$ cat config.mk
export PLATFORM = sky130hd
export DESIGN_NAME = ctrl_pipe_unit
export DESIGN_NICKNAME = d
export VERILOG_FILES = /design/src/rtl/ctrl_pipe_unit.sv
export SDC_FILE = /design/constraint.sdc
export NUM_CORES = 1
export LEC_CHECK = 0
export ABC_AREA = 1
export CAP_MARGIN = 20
export CORE_ASPECT_RATIO = 1.2
export CORE_MARGIN = 3
export CORE_UTILIZATION = 39
export DETAILED_ROUTE_END_ITERATION = 12
export PLACE_DENSITY = 0.75
export SYNTH_ARGS = -nofsm -noshare
export SYNTH_HDL_FRONTEND = slang
export SYNTH_SLANG_ARGS = --single-unit
$ cat constraint.sdc
create_clock -name clk_i -period 1.4 [get_ports clk_i]
set_input_delay 0.21 -clock clk_i [delete_from_list [all_inputs] [get_ports clk_i]]
set_output_delay 0.21 -clock clk_i [all_outputs]
set_load 0.02 [all_outputs]
$ cat src/rtl/ctrl_pipe_unit.sv
// Registered RV32 control decoder with a one-entry valid/ready ID/EX output register.
// Define RISCV_M_CORE_EN to decode M-extension ops and build the MUL/DIV issue-stall FSM.
module ctrl_pipe_unit #(
  parameter int WORD_WIDTH   = 32,
  parameter int ALU_OP_WIDTH = 6,
  parameter int MUL_CYCLES   = 3
) (
  input  logic                    clk_i,
  input  logic                    rst_i,
  input  logic [WORD_WIDTH-1:0]   instr_i,
  input  logic                    instr_valid_i,
  output logic                    instr_ready_o,
  input  logic                    flush_i,
  input  logic                    ex_ready_i,
  input  logic                    div_done_i,
  output logic                    ctrl_valid_o,
  output logic [ALU_OP_WIDTH-1:0] alu_op_o,
  output logic                    write_en_o,
  output logic                    imm_o,
  output logic                    stype_o,
  output logic                    upper_o,
  output logic                    lui_shift_o,
  output logic                    pc_ula_o,
  output logic                    load_o,
  output logic                    store_o,
  output logic                    branch_o,
  output logic                    brn_inv_o,
  output logic                    jal_o,
  output logic                    jalr_o,
  output logic                    md_op_o,
  output logic                    illegal_o,
  output logic                    md_busy_o
);

  typedef struct packed {
    logic [ALU_OP_WIDTH-1:0] alu_op;
    logic write_en;
    logic imm;
    logic stype;
    logic upper;
    logic lui_shift;
    logic pc_ula;
    logic load;
    logic store;
    logic branch;
    logic brn_inv;
    logic jal;
    logic jalr;
`ifdef RISCV_M_CORE_EN
    logic md_op;
    logic md_div;
`endif
    logic illegal;
  } bundle_t;

  bundle_t    bundle_d, bundle_q;
  logic       ctrl_valid_q;
  logic [6:0] opcode, funct7;
  logic [2:0] funct3;
  logic [5:0] op6;
  logic       bad;
  logic       run, accept, consume;
  logic       unused_instr;

  assign opcode       = instr_i[6:0];
  assign funct3       = instr_i[14:12];
  assign funct7       = instr_i[31:25];
  assign unused_instr = ^instr_i;

  // alu_op class in [5:4]: 00 ALU, 01 mul/div, 10 branch compare, 11 address add
  always_comb begin
    bundle_d = '0;
    op6      = 6'b110000;
    bad      = 1'b0;
    case (opcode)
      7'b0110011: begin
        op6 = {2'b00, funct7[5], funct3};
        bundle_d.write_en = 1'b1;
        if (funct7 == 7'b0000000 ||
            (funct7 == 7'b0100000 && (funct3 == 3'b000 || funct3 == 3'b101))) begin
          bad = 1'b0;
        end
`ifdef RISCV_M_CORE_EN
        else if (funct7 == 7'b0000001) begin
          op6             = {3'b010, funct3};
          bundle_d.md_op  = 1'b1;
          bundle_d.md_div = funct3[2];
        end
`endif
        else begin
          bad = 1'b1;
        end
      end
      7'b0010011: begin
        op6 = {2'b00, (funct3 == 3'b101) && funct7[5], funct3};
        bundle_d.write_en = 1'b1;
        bundle_d.imm      = 1'b1;
        if (funct3 == 3'b001)      bad = (funct7 != 7'b0000000);
        else if (funct3 == 3'b101) bad = !(funct7 == 7'b0000000 || funct7 == 7'b0100000);
      end
      7'b0000011: begin
        bundle_d.write_en = 1'b1;
        bundle_d.imm      = 1'b1;
        bundle_d.load     = 1'b1;
        bad = (funct3 == 3'b011) || (funct3 == 3'b110) || (funct3 == 3'b111);
      end
      7'b0100011: begin
        bundle_d.imm   = 1'b1;
        bundle_d.stype = 1'b1;
        bundle_d.store = 1'b1;
        bad = funct3[2] || (funct3 == 3'b011);
      end
      7'b1100011: begin
        op6 = {3'b100, funct3};
        bundle_d.branch  = 1'b1;
        bundle_d.brn_inv = funct3[0];
        bad = (funct3[2:1] == 2'b01);
      end
      7'b1101111: begin
        bundle_d.write_en = 1'b1;
        bundle_d.imm      = 1'b1;
        bundle_d.pc_ula   = 1'b1;
        bundle_d.jal      = 1'b1;
      end
      7'b1100111: begin
        bundle_d.write_en = 1'b1;
        bundle_d.imm      = 1'b1;
        bundle_d.jalr     = 1'b1;
        bad = (funct3 != 3'b000);
      end
      7'b0110111: begin
        bundle_d.write_en  = 1'b1;
        bundle_d.imm       = 1'b1;
        bundle_d.upper     = 1'b1;
        bundle_d.lui_shift = 1'b1;
      end
      7'b0010111: begin
        bundle_d.write_en = 1'b1;
        bundle_d.imm      = 1'b1;
        bundle_d.upper    = 1'b1;
        bundle_d.pc_ula   = 1'b1;
      end
      default: bad = 1'b1;
    endcase
    bundle_d.alu_op = ALU_OP_WIDTH'(op6);
    if (bad) begin
      bundle_d         = '0;
      bundle_d.illegal = 1'b1;
    end
  end

  assign instr_ready_o = !rst_i && run && !flush_i && (!ctrl_valid_q || ex_ready_i);
  assign accept        = instr_valid_i && instr_ready_o;
  assign consume       = ctrl_valid_q && ex_ready_i && !flush_i;

  // Flush wins; accept also covers the same-cycle consume of the previous entry.
  always_ff @(posedge clk_i or posedge rst_i) begin
    if (rst_i) begin
      ctrl_valid_q <= 1'b0;
      bundle_q     <= '0;
    end else if (flush_i) begin
      ctrl_valid_q <= 1'b0;
    end else if (accept) begin
      ctrl_valid_q <= 1'b1;
      bundle_q     <= bundle_d;
    end else if (consume) begin
      ctrl_valid_q <= 1'b0;
    end
  end

`ifdef RISCV_M_CORE_EN
  typedef enum logic [1:0] {RUN, MUL_WAIT, DIV_WAIT} state_e;
  state_e     state_q;
  logic [3:0] mul_cnt_q;

  always_ff @(posedge clk_i or posedge rst_i) begin
    if (rst_i) begin
      state_q   <= RUN;
      mul_cnt_q <= '0;
    end else begin
      case (state_q)
        RUN: begin
          if (consume && bundle_q.md_op) begin
            if (bundle_q.md_div) begin
              state_q <= DIV_WAIT;
            end else if (MUL_CYCLES > 1) begin
              state_q   <= MUL_WAIT;
              mul_cnt_q <= 4'(MUL_CYCLES - 1);
            end
          end
        end
        MUL_WAIT: begin
          if (mul_cnt_q <= 4'd1) begin
            state_q   <= RUN;
            mul_cnt_q <= '0;
          end else begin
            mul_cnt_q <= mul_cnt_q - 4'd1;
          end
        end
        DIV_WAIT: if (div_done_i) state_q <= RUN;
        default:  state_q <= RUN;
      endcase
    end
  end

  assign run       = (state_q == RUN);
  assign md_busy_o = (state_q != RUN);
  assign md_op_o   = bundle_q.md_op;
`else
  logic unused_div;
  assign unused_div = div_done_i;
  assign run        = 1'b1;
  assign md_busy_o  = 1'b0;
  assign md_op_o    = 1'b0;
`endif

  assign ctrl_valid_o = ctrl_valid_q;
  assign alu_op_o     = bundle_q.alu_op;
  assign write_en_o   = bundle_q.write_en;
  assign imm_o        = bundle_q.imm;
  assign stype_o      = bundle_q.stype;
  assign upper_o      = bundle_q.upper;
  assign lui_shift_o  = bundle_q.lui_shift;
  assign pc_ula_o     = bundle_q.pc_ula;
  assign load_o       = bundle_q.load;
  assign store_o      = bundle_q.store;
  assign branch_o     = bundle_q.branch;
  assign brn_inv_o    = bundle_q.brn_inv;
  assign jal_o        = bundle_q.jal;
  assign jalr_o       = bundle_q.jalr;
  assign illegal_o    = bundle_q.illegal;

endmodule

Yosys cells after proc, flatten, opt, wreduce, memory -nomap -nowiden
Index checks and enable logic that the tools add are counted.
- muxes and demuxes: 19
- reduce and logical (&&, ||, !) cells: 29
- bitwise logic cells: 1
- equal/unequal tests: 16
- operator list (operator ; count):
    $eq 7x6->1 const B ; 4
    $eq 7x7->1 const B ; 3
    $mux 19 ; 1
    $pmux 6 s3 ; 1
    $mux 1 ; 15
    $eq 7x5->1 const B ; 2
    $reduce_or 7->1 ; 2
    $eq 3x3->1 const B ; 3
    $eq 7x2->1 const B ; 1
    $logic_and 1x1->1 ; 7
    $logic_not 7->1 ; 1
    $logic_or 1x1->1 ; 7
    $pmux 1 s7 ; 1
    $reduce_bool 7->1 ; 1
    $reduce_bool 3->1 ; 2
    $logic_not 1->1 ; 4
    $reduce_or 2->1 ; 2
    $eq 3x1->1 const B ; 1
    $eq 3x2->1 const B ; 1
    $logic_not 3->1 ; 1
    $reduce_or 3->1 ; 1
    $eq 2x1->1 const B ; 1
    $mux 2 ; 1
    $reduce_and 2->1 ; 1
    $not 1->1 ; 1
- output and inout port bits: 23
- input bits: 38
- word-level logic and storage cells: 80
- flip-flop bits (word level): 20

Longest topological paths before layout
Gate-level depths: netlist of the first run.
- depth in word-level cells: 7
- gate-level depth with buffers: 11
- depth with buffers taken out: 11

Least setup slack after synthesis of the first run
No wires, ideal clock.
- path type: input port to flip-flop
- start point: input port rst_i
- end point: register bundle_q (netlist bit stype_o)
- path buffers: 1
- arrival time: 1.795 ns
- setup slack: -0.469 ns
- cell stages on the path: 8
- setup time: 0.074 ns
- data required time: 1.326 ns
- cells stage by stage: inv_1 -> o21ai_1 -> nor2_1 -> nand2_1 -> inv_1 -> buf_2 -> nand3_1 -> o21ai_2
- cells in the longest elaborated chain, start to end: 5
- ends and longest elaborated chain (element ; line ; source):
    start: declaration ; 9 ; input logic rst_i,
    $logic_not 1->1 (no source line) ; - ;
    $logic_and 1x1->1 (2 in a row) ; 152 ; assign instr_ready_o = !rst_i && run && !flush_i && (!ctrl_valid_q || ex_ready_i);
    named net instr_ready_o ; 12 ; output logic instr_ready_o,
    $logic_and 1x1->1 ; 153 ; assign accept = instr_valid_i && instr_ready_o;
    $reduce_and 2->1 (no source line) ; - ;
    end signal: assignment ; 165 ; bundle_q <= bundle_d;
    end: declaration ; 56 ; bundle_t bundle_d, bundle_q;
The timed path passes the listed nets, and every way through them passes these cells.
A chain may end at the register's enable or synchronous reset.

Final worst setup path of the first run
- start point: register ctrl_valid_q, in the netlist ctrl_valid_o
- end point: register bundle_q (netlist bit illegal_o)
- cells in the longest elaborated chain, start to end: 5
- ends and longest elaborated chain (element ; line ; source):
    start: declaration ; 57 ; logic ctrl_valid_q;
    start signal: assignment ; 159 ; ctrl_valid_q <= 1'b0;
    start signal: assignment ; 162 ; ctrl_valid_q <= 1'b0;
    start signal: assignment ; 164 ; ctrl_valid_q <= 1'b1;
    $logic_not 1->1 ; 152 ;
    $logic_or 1x1->1 ; 152 ;
    $logic_and 1x1->1 ; 152 ;
    $logic_and 1x1->1 ; 153 ;
    $reduce_and 2->1 (no source line) ; - ;
No other way between the ends.

==> metrics.md, run 1 <==
| Metric | Value |
|---|---|
| Die height | `66.1 um` |
| Switch share | `29.2%` |
| Final period utilization | `94.2%` |
| Synth warn | `0` |
| ANT nets after route | `0` |
| Seq/Total Area, Yosys | `40.5%` |
| Initial DRT Pass Iterations | `4` |
| DRT iter0 DRCs | `38` |
| Unrepaired setup endpoints after global routing | `yes` |
| RD Place Congestion | `0.902` |
| Worst Path Arrival | `1530 ps` |
| Layout Cell Area excl Fill | `1980 um^2` |
| Final Power | `1.15 mW` |
| Reg power frac | `49.5%` |
| First-pass GRT wire length | `5330 um` |
| Area after DPL | `1840 um^2` |
| CTS tree | `yes` |
| Top cell type's share of synthesized area | `40.5%` |
| DR WL/cell | `12.0 um` |
| R2R cell count | `10` |
| Diode count | `0` |
| Avg Cell Area, Syn | `7.11 um^2` |
| Async SR Flop Fraction | `100%` |
| FF+latch count, synth | `19` |
| Slowest CP cell | `dfrtp_2` |
| RR Endpoint | `illegal_o` |
| RR Startpoint | `ctrl_valid_o` |
| IO Count | `61` |
| Fmax | `0.758 GHz` |
| Worst VDD drop | `0.363 mV` |
| Final net count | `282` |
| Share of post-route cells with drive strength above 1 | `32.9%` |
| Clock power share | `23.9%` |
| Number of CTS-inserted buffers | `3` |
| Area of the mapped netlist | `1170 um^2` |
| Drt drc | `0` |
| Final slew viol count | `0` |
| PwrDens | `581 nW/um^2` |
| Clock tree root driver cell | `clkbuf_4` |
| Leakage | `1.08 nW` |
| Die area | `3710 um^2` |
| Setup TNS | `0 ps` |
| Final setup vio count | `0` |
| Clock Sinks | `19` |
| Via count | `1351` |
| Startpoint types | `flip-flop` |
| Post-synthesis cell count | `165` |
| FP Rows | `21` |
| Global route overflow | `0` |
| NetSw | `0.336 mW` |
| Synth Flop Type | `dfrtp_1` |
| Largest fanout on the critical path | `6` |
| Status | `completed` |
| Crit Path Category | `reg2reg` |
| CTS H-Tree Depth | `1` |
| Syn-to-layout area delta | `68.9%` |
| CP peak stage delay | `380 ps` |
| Core area | `2840 um^2` |
| Final hold vios | `0` |
| Area leader, netlist | `dfrtp_1` |
| Most frequent cell after synthesis | `nand2_1` |
| Crit. End Element | `flip-flop` |
| Time the worst path needs with I/O delays and setup | `1320 ps` |
| Initial core utilization | `41.4%` |
| Port Buf Inserts | `42` |
| Main area contributors after synthesis | `dfrtp_1 41%, nand2_1 17%, nand3_1 6.4%` |
| Vias in the first global route | `1292` |
| Max cap viols | `0` |
| Pre-CTS worst setup slack | `-490 ps` |
| CP Buf/Inv Count | `5` |
| Logic pwr share | `26.6%` |
| Clock Path Buffers | `2` |
| Clock Pin Slew Worst Setup and Hold Paths | `110 ps` |
| Setup WS post-layout | `81.4 ps` |
| Final Skew | `7.26 ps` |
| # hold bufs at CTS | `0` |
| CP delay by family, top | `buffers and inverters` |
| Gr usage total | `18.1%` |
| Synth cell count leaders | `54 x nand2_1, 19 x dfrtp_1, 18 x nor2_1, 15 x nand3_1, 10 x inv_1` |
| WP data required | `1610 ps` |
| Reg-to-reg slack, setup | `80 ps` |
| Worst-Skew Late Latency | `300 ps` |
| Int Power | `0.814 mW` |
| Origin of the worst setup path | `ctrl_valid_o` |
| Largest net degree at the start of global routing | `20` |
| Hold crit path type | `in2async` |
| Final Util | `69.8%` |
| Dpl hpwl | `2530 um` |
| Number of synthesized flops with an enable pin | `0` |
| Initial antenna violation count | `0` |
| Distinct cells, synth | `26` |
| Die width | `56.1 um` |
| Vias per inst | `4.88` |
| Detailed Route WL | `3310 um` |
| Crit-path cells | `inv_2, o21ai_2, nor2_4, buf_6, nand2_4, clkinv_4, buf_4, buf_4, nand2_1, nand2_1` |
## worst register-to-register path: stages (launching register included)
cell and delay, ps:
dfrtp_2 380, inv_2 40, o21ai_2 150, nor2_4 50, buf_6 110, nand2_4 80, clkinv_4 80, buf_4 130
buf_4 110, nand2_1 50, nand2_1 50
## per-stage QoR
stage	cells	hold slack, ps
2_1_floorplan	166	64.1
3_3_place_gp	265	463
3_5_place_dp	265	466
4_1_cts	271	328
5_1_grt	277	28.6
6_report	277	5.07
## cell usage in the layout, fill, tap and decap left out, types with 2 or more instances in the layout
cell type / n
nand2_4: 3
clkbuf_4: 3
inv_2: 8
nand3_4: 2
nand2_2: 5
buf_4: 33
nor2_4: 4
clkdlybuf4s50_1: 10
conb_1: 2
dfrtp_1: 18
nor2_1: 15
dlymetal6s2s_1: 2
nand2_1: 50
nor2_2: 4
buf_6: 4
nand4_1: 8
nor3_1: 2
o21ai_0: 3
clkinv_4: 2
dlygate4sd2_1: 27
nand3_1: 14
inv_1: 5
o211ai_1: 2
clkdlybuf4s15_1: 2
o21ai_2: 6
## worst max-delay path by stage
stage                    to  slack, ps  depth (start not counted)
4_1_cts           brn_inv_o         30                          9
3_5_place_dp      brn_inv_o       -490                         10
2_1_floorplan  ctrl_valid_o         30                          6
5_1_grt           brn_inv_o        -30                          9
6_report          illegal_o         80                         10
3_3_place_gp    alu_op_o[0]       -430                         10
## power by group through the flow
stage / combinational (mW) / sequential [mW] / clock (mW)
3_3_place_gp: 0.286 / 0.581 / 0
5_1_grt: 0.331 / 0.572 / 0.311
3_5_place_dp: 0.292 / 0.582 / 0
2_1_floorplan: 0.110 / 0.600 / 0
4_1_cts: 0.286 / 0.570 / 0.278
6_report: 0.306 / 0.570 / 0.275
## state kept, by name, summed over array words and instances (netlist names)
register,cells
write_en_o,1
jal_o,1
alu_op_o,6
upper_o,1
stype_o,1
imm_o,1
jalr_o,1
branch_o,1
illegal_o,1
load_o,1
lui_shift_o,1
ctrl_valid_o,1
pc_ula_o,1
brn_inv_o,1
## layout make-up
type                       count  area (um^2)
fill                         242          856
multi-input combinational    125          682
timing repair buffer          79          679
sequential                    19          477
inverter                      16         73.8
tap                           34         42.5
clock buffer                   3         22.5
clock inverter                 1         5.00
## what timing repair did
item,in CTS,in global routing
setup endpoints to repair,37,16
setup buffers,2,6
pin swaps,5,3
resized for setup,47,16
hold endpoints to repair,0,0
## cell families (layout without fill, tap and decap cells)
| family | after synthesis | in the layout | synth area share (%) |
|---|---|---|---|
| compound gates | 13 | 13 | 7.78 |
| buf+inv | 22 | 99 | 8.21 |
| flops | 19 | 19 | 40.5 |
| other cells | 1 | 2 | 0.320 |
| simple gates | 110 | 110 | 43.2 |
## metal layers
metal  global-route usage, %  part of all wire (%)  up-vias
met5                       0                     0        -
met1                    18.9                    39      620
met4                    8.90                   1.2        0
li1                        -                     -      687
met3                    1.76                   4.5        4
met2                    35.5                    55       40
No activity file was read; power rests on OpenSTA's default activity.
==> run 2: changes to the inputs <==
SLEW_MARGIN = 10   (was not set)
==> results of run 2 <==
Final layout, timing and power as in run 1 (identical DEF).
